$ cat config.mk
export PLATFORM = sky130hd
export DESIGN_NAME = secded_decoder
export DESIGN_NICKNAME = d
export VERILOG_FILES = /design/src/rtl/secded_decoder.sv
export SDC_FILE = /design/constraint.sdc
export NUM_CORES = 1
export LEC_CHECK = 0
export CORE_UTILIZATION = 50
export CTS_BUF_LIST = sky130_fd_sc_hd__clkbuf_4
export DETAILED_ROUTE_END_ITERATION = 10
export GPL_TIMING_DRIVEN = 0
export PLACE_DENSITY = 0.78
export SYNTH_ARGS = -nofsm -noshare
export SYNTH_HDL_FRONTEND = slang
export SYNTH_SLANG_ARGS = --single-unit
$ cat constraint.sdc
create_clock -name clk -period 2 [get_ports clk]
set_input_delay 0.3 -clock clk [delete_from_list [all_inputs] [get_ports clk]]
set_output_delay 0.3 -clock clk [all_outputs]
set_load 0.02 [all_outputs]
$ cat src/rtl/secded_decoder.sv
// secded_decoder: reads 16-bit SECDED codewords, corrects/flags errors, writes 11-bit data plus status.
// Optional error counters are built when SECDED_STATS_EN is defined.
module secded_decoder #(
    parameter int IN_BASE   = 30,
    parameter int OUT_BASE  = 0,
    parameter int NUM_WORDS = 15,
    parameter int AW        = 8
) (
    input  logic          clk,
    input  logic          reset,
    input  logic          start,
    output logic          done,
    output logic [AW-1:0] mem_addr,
    input  logic [7:0]    mem_rd_data,
    output logic          mem_wr_en,
    output logic [7:0]    mem_wr_data,
    output logic [3:0]    err1_count,
    output logic [3:0]    err2_count
);
    typedef enum logic [2:0] {IDLE, RD_LO, RD_HI, DECODE, WR_LO, WR_HI, DONE} state_t;

    state_t state, nxt;
    logic [3:0] idx;
    logic [7:0] lo, hi, dlo, dhi;
    logic [15:0] w, c;
    logic [3:0] s;
    logic [1:0] f;
    logic p, accept;
    logic [AW-1:0] off;

    assign w      = {hi, lo};
    assign off    = AW'({idx, 1'b0});
    assign accept = (state == IDLE || state == DONE) && start;

    always_comb begin
        s = '0;
        for (int k = 1; k < 16; k++)
            if (w[k]) s = s ^ 4'(k);
        p = ^w;
        c = p ? w ^ (16'b1 << s) : w;
        f = p ? 2'b01 : (s != 4'd0 ? 2'b10 : 2'b00);
    end

    always_comb begin
        nxt = state;
        case (state)
            IDLE, DONE: nxt = start ? RD_LO : state;
            RD_LO:      nxt = RD_HI;
            RD_HI:      nxt = DECODE;
            DECODE:     nxt = WR_LO;
            WR_LO:      nxt = WR_HI;
            WR_HI:      nxt = (idx == 4'(NUM_WORDS - 1)) ? DONE : RD_LO;
            default:    nxt = IDLE;
        endcase
    end

    always_comb begin
        mem_addr    = '0;
        mem_wr_en   = 1'b0;
        mem_wr_data = '0;
        case (state)
            RD_LO: mem_addr = AW'(IN_BASE) + off;
            RD_HI: mem_addr = AW'(IN_BASE) + off + AW'(1);
            WR_LO: begin
                mem_addr    = AW'(OUT_BASE) + off;
                mem_wr_en   = 1'b1;
                mem_wr_data = dlo;
            end
            WR_HI: begin
                mem_addr    = AW'(OUT_BASE) + off + AW'(1);
                mem_wr_en   = 1'b1;
                mem_wr_data = dhi;
            end
            default: ;
        endcase
    end

    always_ff @(posedge clk) begin
        if (reset) begin
            state <= IDLE;
            idx   <= '0;
            lo    <= '0;
            hi    <= '0;
            dlo   <= '0;
            dhi   <= '0;
            done  <= 1'b0;
        end else begin
            state <= nxt;
            if (accept) begin
                idx  <= '0;
                done <= 1'b0;
            end else if (state == DONE) done <= 1'b1;
            if (state == RD_LO) lo <= mem_rd_data;
            if (state == RD_HI) hi <= mem_rd_data;
            if (state == DECODE) begin
                dlo <= {c[12:9], c[7:5], c[3]};
                dhi <= {f, 3'b000, c[15:13]};
            end
            if (state == WR_HI) idx <= idx + 4'd1;
        end
    end

`ifdef SECDED_STATS_EN
    logic [3:0] e1, e2;
    always_ff @(posedge clk) begin
        if (reset || accept) begin
            e1 <= '0;
            e2 <= '0;
        end else if (state == DECODE) begin
            if (f == 2'b01 && e1 != 4'hF) e1 <= e1 + 4'd1;
            if (f == 2'b10 && e2 != 4'hF) e2 <= e2 + 4'd1;
        end
    end
    assign err1_count = e1;
    assign err2_count = e2;
`else
    assign err1_count = 4'd0;
    assign err2_count = 4'd0;
`endif
endmodule

==> results.yml, run 1 <==
run_status:
  outcome: "complete, but fails checks"
  violations: "DRC, setup timing"
floorplanning:
  ios: 37
  die_w_um: 71.1
  core_area_um2: 4470
  initial_core_util: 0.533
  placementRows: 24
  dieArea_um2: 5050
  die_h_um: 71.1
timing:
  drv_slew: 0
  final_hold_viol_count: 0
  clock_skew_ns: 0.00780
  tightest_slew_ns: 0.566
  rsz0062_at_grt: "true"
  setup_tns_ns: -0.131
  fin_crit_ns: 2.04
  setup_viol: 7
  relSlewSlack: 0.620
  timing.fmax_mhz: 491
  final.setup.worst_slack_ns: -0.0359
  fin_crit_sh: 1.02
clock_network:
  cts.sinks: 37
  clk_pin_slew_ns: 0.11
  clk_latency_ns: 0.33
  holdBufCountCts: 0
  cts_buffer_depth: 2
  cts_tree: "built"
  cts_buffers: 5
  cts_max_level: 2
  cts_root_buf: "clkbuf_4"
worst_setup_path:
  cp-end-kind: "register"
  required_ns: 2.26
  worstPathArrival_ns: 2.29
  critPathKind: "reg -> reg"
  path_max_fanout: 5
  crit_path_start_kind: "register"
pwr:
  p_per_area_nw_per_um2: 653
  power_leakage_nw: 1.31
  max-vdd-ir-drop_mv: 0.528
global_route:
  grt_overflow: 0
  grt_max_degree: 11
  antenna_found_initial: 0
  grt_pass1_wl_mm: 9.97
  grt_pass1_vias: 2042
  grt_usage: 0.251
job:
  drv_cap: 0
layout:
  stdcell_count: 400
  diodes: 0
  nFillCells: 327
  area_growth_pct: 38.8
  final_cell_mix: "36 x nor2_1, 32 x buf_4, 24 x nand2_1"
  final_common_cell: "nor2_1"
  fin_area_um2: 3310
  regArea_um2: 769
  multi_input_area_um2: 1860
  layout-drive-gt1-share: 0.328
  fin_nets: 362
place:
  place_ws_ns: -0.768
  dpl.cell_count: 374
  place_area_um2: 2730
  dp.final_hpwl_mm: 4.06
  port_buffers: 25
  routabilityCongestion: 0.873
detailed_routing:
  wl_per_cell_um: 16.1
  drtIter0Drc: 213
  vias_per_cell: 5.67
  first_pass_iters: 7
  num_vias: 2266
  wirelength_mm: 6.45
  detail-route-antenna-nets: 0
  drcViolationCount: 2
synthesis:
  ys_seq_area_frac: 0.311
  synth-main-ff-cell: "dfxtp_1"
  syn-instance-count: 288
  ys_ff_latch: 37
  avgSynthCellArea_um2: 8.28
  synth_edf_count: 0
  syn_area_um2: 2380
  synthArstFlopShare: 0
  yosys_warnings: 0
  synth.distinct_cells: 45
min_path:
  min_path_type: "in -> reg"
==> flip-flops by register name, indices dropped and copies added, names as in the netlist <==
signal and count:
idx 4, dlo 8, state 3, done 1, dhi 5, lo 8
hi 8
==> critical path: stages, from the launching register on <==
cell	delay, ns
dfxtp_2	0.35
xnor3_2	0.53
xor2_4	0.32
and4_4	0.29
o22ai_1	0.09
xor2_1	0.18
a211oi_1	0.20
==> final cells by class <==
class / count / area share
timing repair buffer: 47 / 0.116
clock buffer: 6 / 0.0136
tap: 52 / 0.0197
sequential: 37 / 0.233
clock inverter: 1 / 0.00113
buffer: 22 / 0.0457
multi-input combinational: 228 / 0.562
inverter: 7 / 0.00907
==> cells in the mapped netlist (4+ instances only) <==
cell type,count,area [µm²]
nor3_1,11,55.1
nand2_1,24,90.1
dfxtp_1,37,741
buf_4,10,75.1
nand3_1,5,25.0
clkbuf_1,12,45.0
xor2_1,16,140
and3_1,4,25.0
nor2b_1,4,25.0
a21oi_1,17,85.1
mux2i_1,13,130
o21ai_0,5,25.0
a211oi_1,12,90.1
o22ai_1,10,62.6
inv_1,6,22.5
nor2_1,38,143
xnor2_1,17,149
==> kinds of logic after synthesis <==
kind of cell	after synthesis	synth area share
and+or+nand+nor	103	0.220
AOI/OAI and AO/OA	59	0.158
xor gates and xnor gates	40	0.172
DFF	37	0.311
buffers and inverters	32	0.0677
muxes	13	0.0546
adders and majority gates	3	0.0157
other	1	0.00157
==> report_power, final <==
group	internal, W	total [W]	switching, W	leakage (nW)
Clock	0.000141	0.000381	0.000240	0.0292
Combinational	0.000434	0.000960	0.000525	0.976
Sequential	0.000772	0.000822	0.0000498	0.308
Total	0.00135	0.00216	0.000815	1.31
==> metal layers <==
| metal | vias to the layer above | GRT usage | share of wire |
|---|---|---|---|
| met1 | 1054 | 0.327 | 0.42 |
| met4 | 0 | 0.0644 | 0.028 |
| met5 | - | 0 | 0 |
| met2 | 97 | 0.437 | 0.49 |
| li1 | 1096 | - | - |
| met3 | 19 | 0.0385 | 0.059 |
==> worst paths after layout <==
kind                from      to  slack (ns)  cells past startpoint
setup / recovery   hi[4]  dlo[4]       -0.04                      6
hold / removal     reset  dlo[3]        0.44                      2
setup reg to reg   hi[4]  dlo[4]       -0.04                      6
hold reg to reg   dhi[7]  dhi[7]        0.47                      2
==> metrics by stage <==
step	util	hold WS, ns	total power (W)
4_1_cts	0.685	0.427	0.00201
3_3_place_gp	0.611	0.448	0.00148
3_5_place_dp	0.611	0.451	0.00150
6_report	0.740	0.443	0.00216
2_1_floorplan	-	0.436	0.00134
5_1_grt	0.740	0.455	0.00227
==> timing repair <==
action,in CTS,in global routing
setup buffers,15,7
endpoints found under the setup margin,33,19
resized for setup,78,45
gates cloned,0,0
pin swaps,12,9
hold endpoints to repair,0,0
No activity file was read; power rests on OpenSTA's default activity.
==> run 2, diff against run 1 <==
--- a/config.mk
+++ b/config.mk
@@ -7,7 +7,7 @@
 export LEC_CHECK = 0
-export CORE_UTILIZATION = 50
+export ABC_AREA = 1
+export CORE_UTILIZATION = 51
 export CTS_BUF_LIST = sky130_fd_sc_hd__clkbuf_4
 export DETAILED_ROUTE_END_ITERATION = 10
-export GPL_TIMING_DRIVEN = 0
-export PLACE_DENSITY = 0.78
+export PLACE_DENSITY = 0.79
 export SYNTH_ARGS = -nofsm -noshare
==> constraint.sdc (replaced) <==
create_clock -name clk -period 2 [get_ports clk]
set_input_delay 0.5 -clock clk [delete_from_list [all_inputs] [get_ports clk]]
set_output_delay 0.5 -clock clk [all_outputs]
set_load 0.02 [all_outputs]
==> run 2 against run 1 <==
Net effect: hold slack better by 0.033 ns; sequential share of layout area up 1.8 points; total power is 49% higher; cell area down 9.1%; the run now ends clean; non-clock buffer count is 19 lower; global-route usage shrank 0.14 points; highest routed layer unchanged; count of clock-buffer cells in the layout stayed put; fmax is 4.3% higher; via count increased by 17%; final cell count is 30% higher.
==> results.yml, run 2 <==
run_status:
  outcome: "finished clean"
detailed_routing:
  first_pass_iters: 4
  num_vias: 2660
  detail-route-antenna-nets: 0
  drtIter0Drc: 165
  vias_per_cell: 5.11
  drcViolationCount: 0
  wl_per_cell_um: 11.7
  wirelength_mm: 6.09
synthesis:
  synth-main-ff-cell: "dfxtp_1"
  synthArstFlopShare: 0
  yosys.cell_count.top_type: "nand2_1"
  synth_top_cell_by_area: "dfxtp_1"
  synth_edf_count: 0
  syn_area_um2: 2520
  avgSynthCellArea_um2: 6.19
  yosys_warnings: 0
  ys_top_cells_by_count: "125 x nand2_1, 56 x inv_1, 37 x dfxtp_1, 34 x a21oi_1, 30 x o21ai_0"
  ys_ff_latch: 37
  ys_seq_area_frac: 0.294
  syn-instance-count: 407
  synth.distinct_cells: 33
  synthTopCellsByArea: "dfxtp_1 29%, nand2_1 19%, inv_1 8.3%, a21oi_1 6.8%, o21ai_0 6.0%"
  synth.top_cell.area_share: 0.294
global_route:
  grt_pass1_wl_mm: 10.2
  antenna_found_initial: 0
  grt_usage: 0.250
  grt_pass1_vias: 2363
  grt_max_degree: 20
  grt_overflow: 0
pwr:
  seq_power_share: 0.296
  p_per_area_nw_per_um2: 1070
  max-vdd-ir-drop_mv: 0.537
  switching_power_w: 0.00160
  p_comb_frac: 0.580
  internal_power_w: 0.00162
  power_w: 0.00322
  switching_share: 0.498
  clkPwrFrac: 0.124
  power_leakage_nw: 1.47
worst_setup_path:
  cp-end-kind: "output port"
  cp-startpoint: "state[1]"
  path_max_fanout: 5
  timing.rr.start: "hi[5]"
  critPathKind: "reg -> out"
  cp_common_cell: "inv_2"
  required_ns: 1.50
  crit_path_start_kind: "register"
  cp_slowest_cell: "dfxtp_2"
  cpPeakStageDelay_ns: 0.39
  path_cells: "inv_2, nor2_1, nand2_1, nand2_2, inv_2, a31oi_1, buf_4"
  worstPathArrival_ns: 1.45
floorplanning:
  ios: 37
  dieArea_um2: 5220
  core_area_um2: 4720
  placementRows: 25
  initial_core_util: 0.533
  die_w_um: 72.3
  die_h_um: 72.3
timing:
  drv_slew: 0
  timing.fmax_mhz: 512
  fin_crit_sh: 0.976
  final_hold_viol_count: 0
  clock_skew_ns: 0.00553
  holdWs_ns: 0.477
  rsz0062_at_grt: "true"
  setup_viol: 0
  fin_crit_ns: 1.95
job:
  drv_cap: 0
clock_network:
  cts_max_level: 2
  cts_buffers: 5
  clk_pin_slew_ns: 0.11
  cts_tree: "built"
  clk_latency_ns: 0.35
  cts_root_buf: "clkbuf_4"
  cts_buffer_depth: 2
  cts.sinks: 37
  holdBufCountCts: 0
layout:
  final_common_cell: "nand2_1"
  diodes: 0
  layout-drive-gt1-share: 0.196
  postLayoutCoreUtil: 0.637
  final_cell_mix: "124 x nand2_1, 51 x inv_1, 34 x a21oi_1"
  top_regs: "dlo: 8 flops, hi: 8 flops, lo: 8 flops"
  fin_nets: 467
  fin_area_um2: 3010
  area_growth_pct: 19.5
min_path:
  hp-start: "dhi[2]"
  min_path_type: "reg -> reg"
place:
  port_buffers: 26
  dp.final_hpwl_mm: 4.72
  routabilityCongestion: 0.917
  place_area_um2: 2940
## run 2: changes by cell type after synthesis, sizes merged, moves of 5 or more
| cell | delta |
|---|---|
| xor2 | -13 |
| nor3 | -6 |
| clkbuf | -5 |
| inv | +58 |
| o21ai | +25 |
| xnor2 | -16 |
| nand2 | +111 |
| nand3 | +23 |
| a21oi | +17 |
| nor4b | -5 |
| mux2i | -13 |
| o22ai | -5 |
| nor2 | -18 |
| a211oi | -12 |
## run 2: what timing repair did
action,in CTS,in global routing
endpoints found under the setup margin,15,25
pin swaps,1,1
buffers inserted,1,0
resized for setup,67,22
## run 2: worst paths after layout
kind / to / slack, ns / cells past startpoint
max: mem_addr[5] / 0.05 / 7
min: dhi[2] / 0.48 / 2
max reg2reg: dlo[1] / 0.17 / 15
min reg2reg: dhi[2] / 0.48 / 2
## run 2: worst max-delay path: cells and delay by family, from the launching register on
| kind | cells | cell delay (ns) |
|---|---|---|
| AOI/OAI and AO/OA | 1 | 0.14 |
| buffers and inverters | 3 | 0.31 |
| DFF | 1 | 0.39 |
| and+or+nand+nor | 3 | 0.26 |
## run 2: metrics by stage
stage / setup WS (ns) / TNS (ns) / cells
final: 0.0481 / 0 / 521
after CTS: 0.00110 / 0 / 521
after detailed placement: -0.147 / -0.889 / 512
after global placement: -0.0694 / -0.317 / 512
after floorplan: 0.0339 / 0 / 416
after global routing: -0.0159 / -0.0394 / 521
## run 2: power by group through the flow
stage | Sequential (W) | Combinational [W] | Clock, W
2_1_floorplan | 0.000913 | 0.00143 | 0
3_3_place_gp | 0.000950 | 0.00179 | 0
3_5_place_dp | 0.000953 | 0.00184 | 0
4_1_cts | 0.000940 | 0.00182 | 0.000408
5_1_grt | 0.000966 | 0.00208 | 0.000440
6_report | 0.000953 | 0.00187 | 0.000401
## run 2: kinds of logic after synthesis
| kind of cell | after synthesis | synth area share |
|---|---|---|
| xor gates and xnor gates | 10 | 0.0422 |
| DFF | 37 | 0.294 |
| adders and majority gates | 3 | 0.0149 |
| AOI/OAI and AO/OA | 77 | 0.163 |
| other | 1 | 0.00149 |
| and+or+nand+nor | 194 | 0.333 |
| buffers and inverters | 85 | 0.151 |
## run 2: layout make-up
cell class	instances	area (µm²)
repair buffers	50	398
fillers	438	1710
clock inverters	2	10.0
well taps	67	83.8
flip-flops and latches	37	754
multi-input cells	294	1470
inverters	65	251
clock buffers	6	45.0
## run 2: per-layer routing
layer,vias up,routed length [µm],GRT usage
met5,-,0,0
met4,0,106,0.109
met3,9,268,0.0417
met2,58,3040,0.431
met1,1231,2680,0.306
li1,1362,-,-
==> run 3, diff against run 2 <==
Settings changed: PLACE_DENSITY 0.79 to 0.8.
==> run 3 against run 2 <==
Net effect: die area stayed put; utilization down 0.13 points; critical path depth did not move.
==> results.yml, run 3 (synthesized netlist as in run 2, its figures left out) <==
timing:
  clock_skew_ns: 0.00723
  final_hold_viol_count: 0
  final.setup.worst_slack_ns: 0.0152
  setup_viol: 0
  fin_crit_sh: 0.992
  timing.fmax_mhz: 504
  fin_crit_ns: 1.98
  rsz0062_at_grt: "true"
  drv_slew: 0
clock_network:
  cts_max_level: 2
  cts_tree: "built"
  cts_buffer_depth: 2
  cts.sinks: 37
  holdBufCountCts: 0
  cts_root_buf: "clkbuf_4"
  clk_pin_slew_ns: 0.11
  clk_latency_ns: 0.34
  cts_buffers: 5
place:
  dp.final_hpwl_mm: 4.73
  routabilityCongestion: 0.960
  place_area_um2: 2940
  place_ws_ns: -0.122
  port_buffers: 26
min_path:
  hp-start: "lo[0]"
  hold_depth: 2
  min_to: "lo[0]"
  min_path_type: "reg -> reg"
worst_setup_path:
  worstPathArrival_ns: 1.48
  timing.rr.start: "hi[4]"
  required_ns: 1.50
  r2r_setup_slack_ns: 0.21
  critPathKind: "reg -> out"
  crit_path_start_kind: "register"
  path_max_fanout: 5
  reg2reg_depth: 15
  r2r_end: "dlo[1]"
  cp-end-kind: "output port"
layout:
  diodes: 0
  layout-drive-gt1-share: 0.213
  final_common_cell: "nand2_1"
  fin_area_um2: 3000
  top_regs: "dlo: 8 flops, hi: 8 flops, lo: 8 flops"
  final_cell_mix: "123 x nand2_1, 50 x inv_1, 34 x a21oi_1"
  area_growth_pct: 19.3
  fin_nets: 468
floorplanning:
  initial_core_util: 0.533
  core_area_um2: 4720
  die_h_um: 72.3
  placementRows: 25
  ios: 37
  dieArea_um2: 5220
  die_w_um: 72.3
detailed_routing:
  vias_per_cell: 5.10
  num_vias: 2661
  drcViolationCount: 0
  wirelength_mm: 6.30
  wl_per_cell_um: 12.1
  first_pass_iters: 4
  detail-route-antenna-nets: 0
  drtIter0Drc: 183
global_route:
  grt_max_degree: 20
  grt_pass1_wl_mm: 10.7
  grt_overflow: 0
  antenna_found_initial: 0
  grt_usage: 0.263
  grt_pass1_vias: 2422
pwr:
  p_per_area_nw_per_um2: 1070
  max-vdd-ir-drop_mv: 0.550
  power_leakage_nw: 1.48
  power_w: 0.00321
job:
  drv_cap: 0
run_status:
  outcome: "finished clean"
[run 3: layout make-up]
type | instances | area, µm²
sequential | 37 | 758
clock inverter | 3 | 12.5
fill | 432 | 1720
multi-input combinational | 294 | 1460
inverter | 65 | 251
clock buffer | 5 | 37.5
timing repair buffer | 51 | 395
tap | 67 | 83.8
[run 3: worst max-delay path by stage]
stage          cells past startpoint        endpoint  startpoint  slack, ns
3_3_place_gp                       6  mem_wr_data[1]    state[2]      -0.03
4_1_cts                            5       mem_wr_en    state[2]      0.004
3_5_place_dp                       4  mem_wr_data[6]    state[1]      -0.12
5_1_grt                            7     mem_addr[5]    state[0]      -0.08
6_report                           7     mem_addr[5]    state[0]       0.02
2_1_floorplan                      4     mem_addr[1]    state[2]       0.03
[run 3: layer usage]
metal / vias up / wire length (µm) / GRT usage
met3: 20 / 307 / 0.0431
li1: 1369 / - / -
met4: 0 / 199 / 0.126
met5: - / 0 / 0
met2: 73 / 3020 / 0.430
met1: 1199 / 2780 / 0.337
[run 3: repair_timing]
action | 4_1_cts | 5_1_grt
buffers inserted | 1 | 1
pin swaps | 0 | 3
endpoints found under the setup margin | 15 | 23
gates resized for setup | 59 | 41
[run 3: worst max-delay path, stage by stage, from the launching register on]
cell     delay, ns
dfxtp_2       0.35
buf_4         0.14
nor2_2        0.12
nand2_2       0.09
nand2_2       0.07
inv_2         0.06
a31oi_1       0.15
buf_4         0.17
[run 3: through the flow]
| step | utilization | hold slack [ns] | TNS, ns | instances |
|---|---|---|---|---|
| final | 0.636 | 0.488 | 0 | 522 |
| after global routing | 0.636 | 0.521 | -0.132 | 522 |
| after CTS | 0.626 | 0.487 | 0 | 521 |
| after detailed placement | 0.623 | 0.470 | -0.555 | 512 |
| after global placement | 0.623 | 0.462 | -0.128 | 512 |
| after floorplan | - | 0.444 | 0 | 416 |
[run 3: power breakdown]
part / total [W] / switching, W / internal (W)
Clock: 0.000374 / 0.000246 / 0.000127
Combinational: 0.00189 / 0.00125 / 0.000638
Sequential: 0.000947 / 0.0000983 / 0.000848
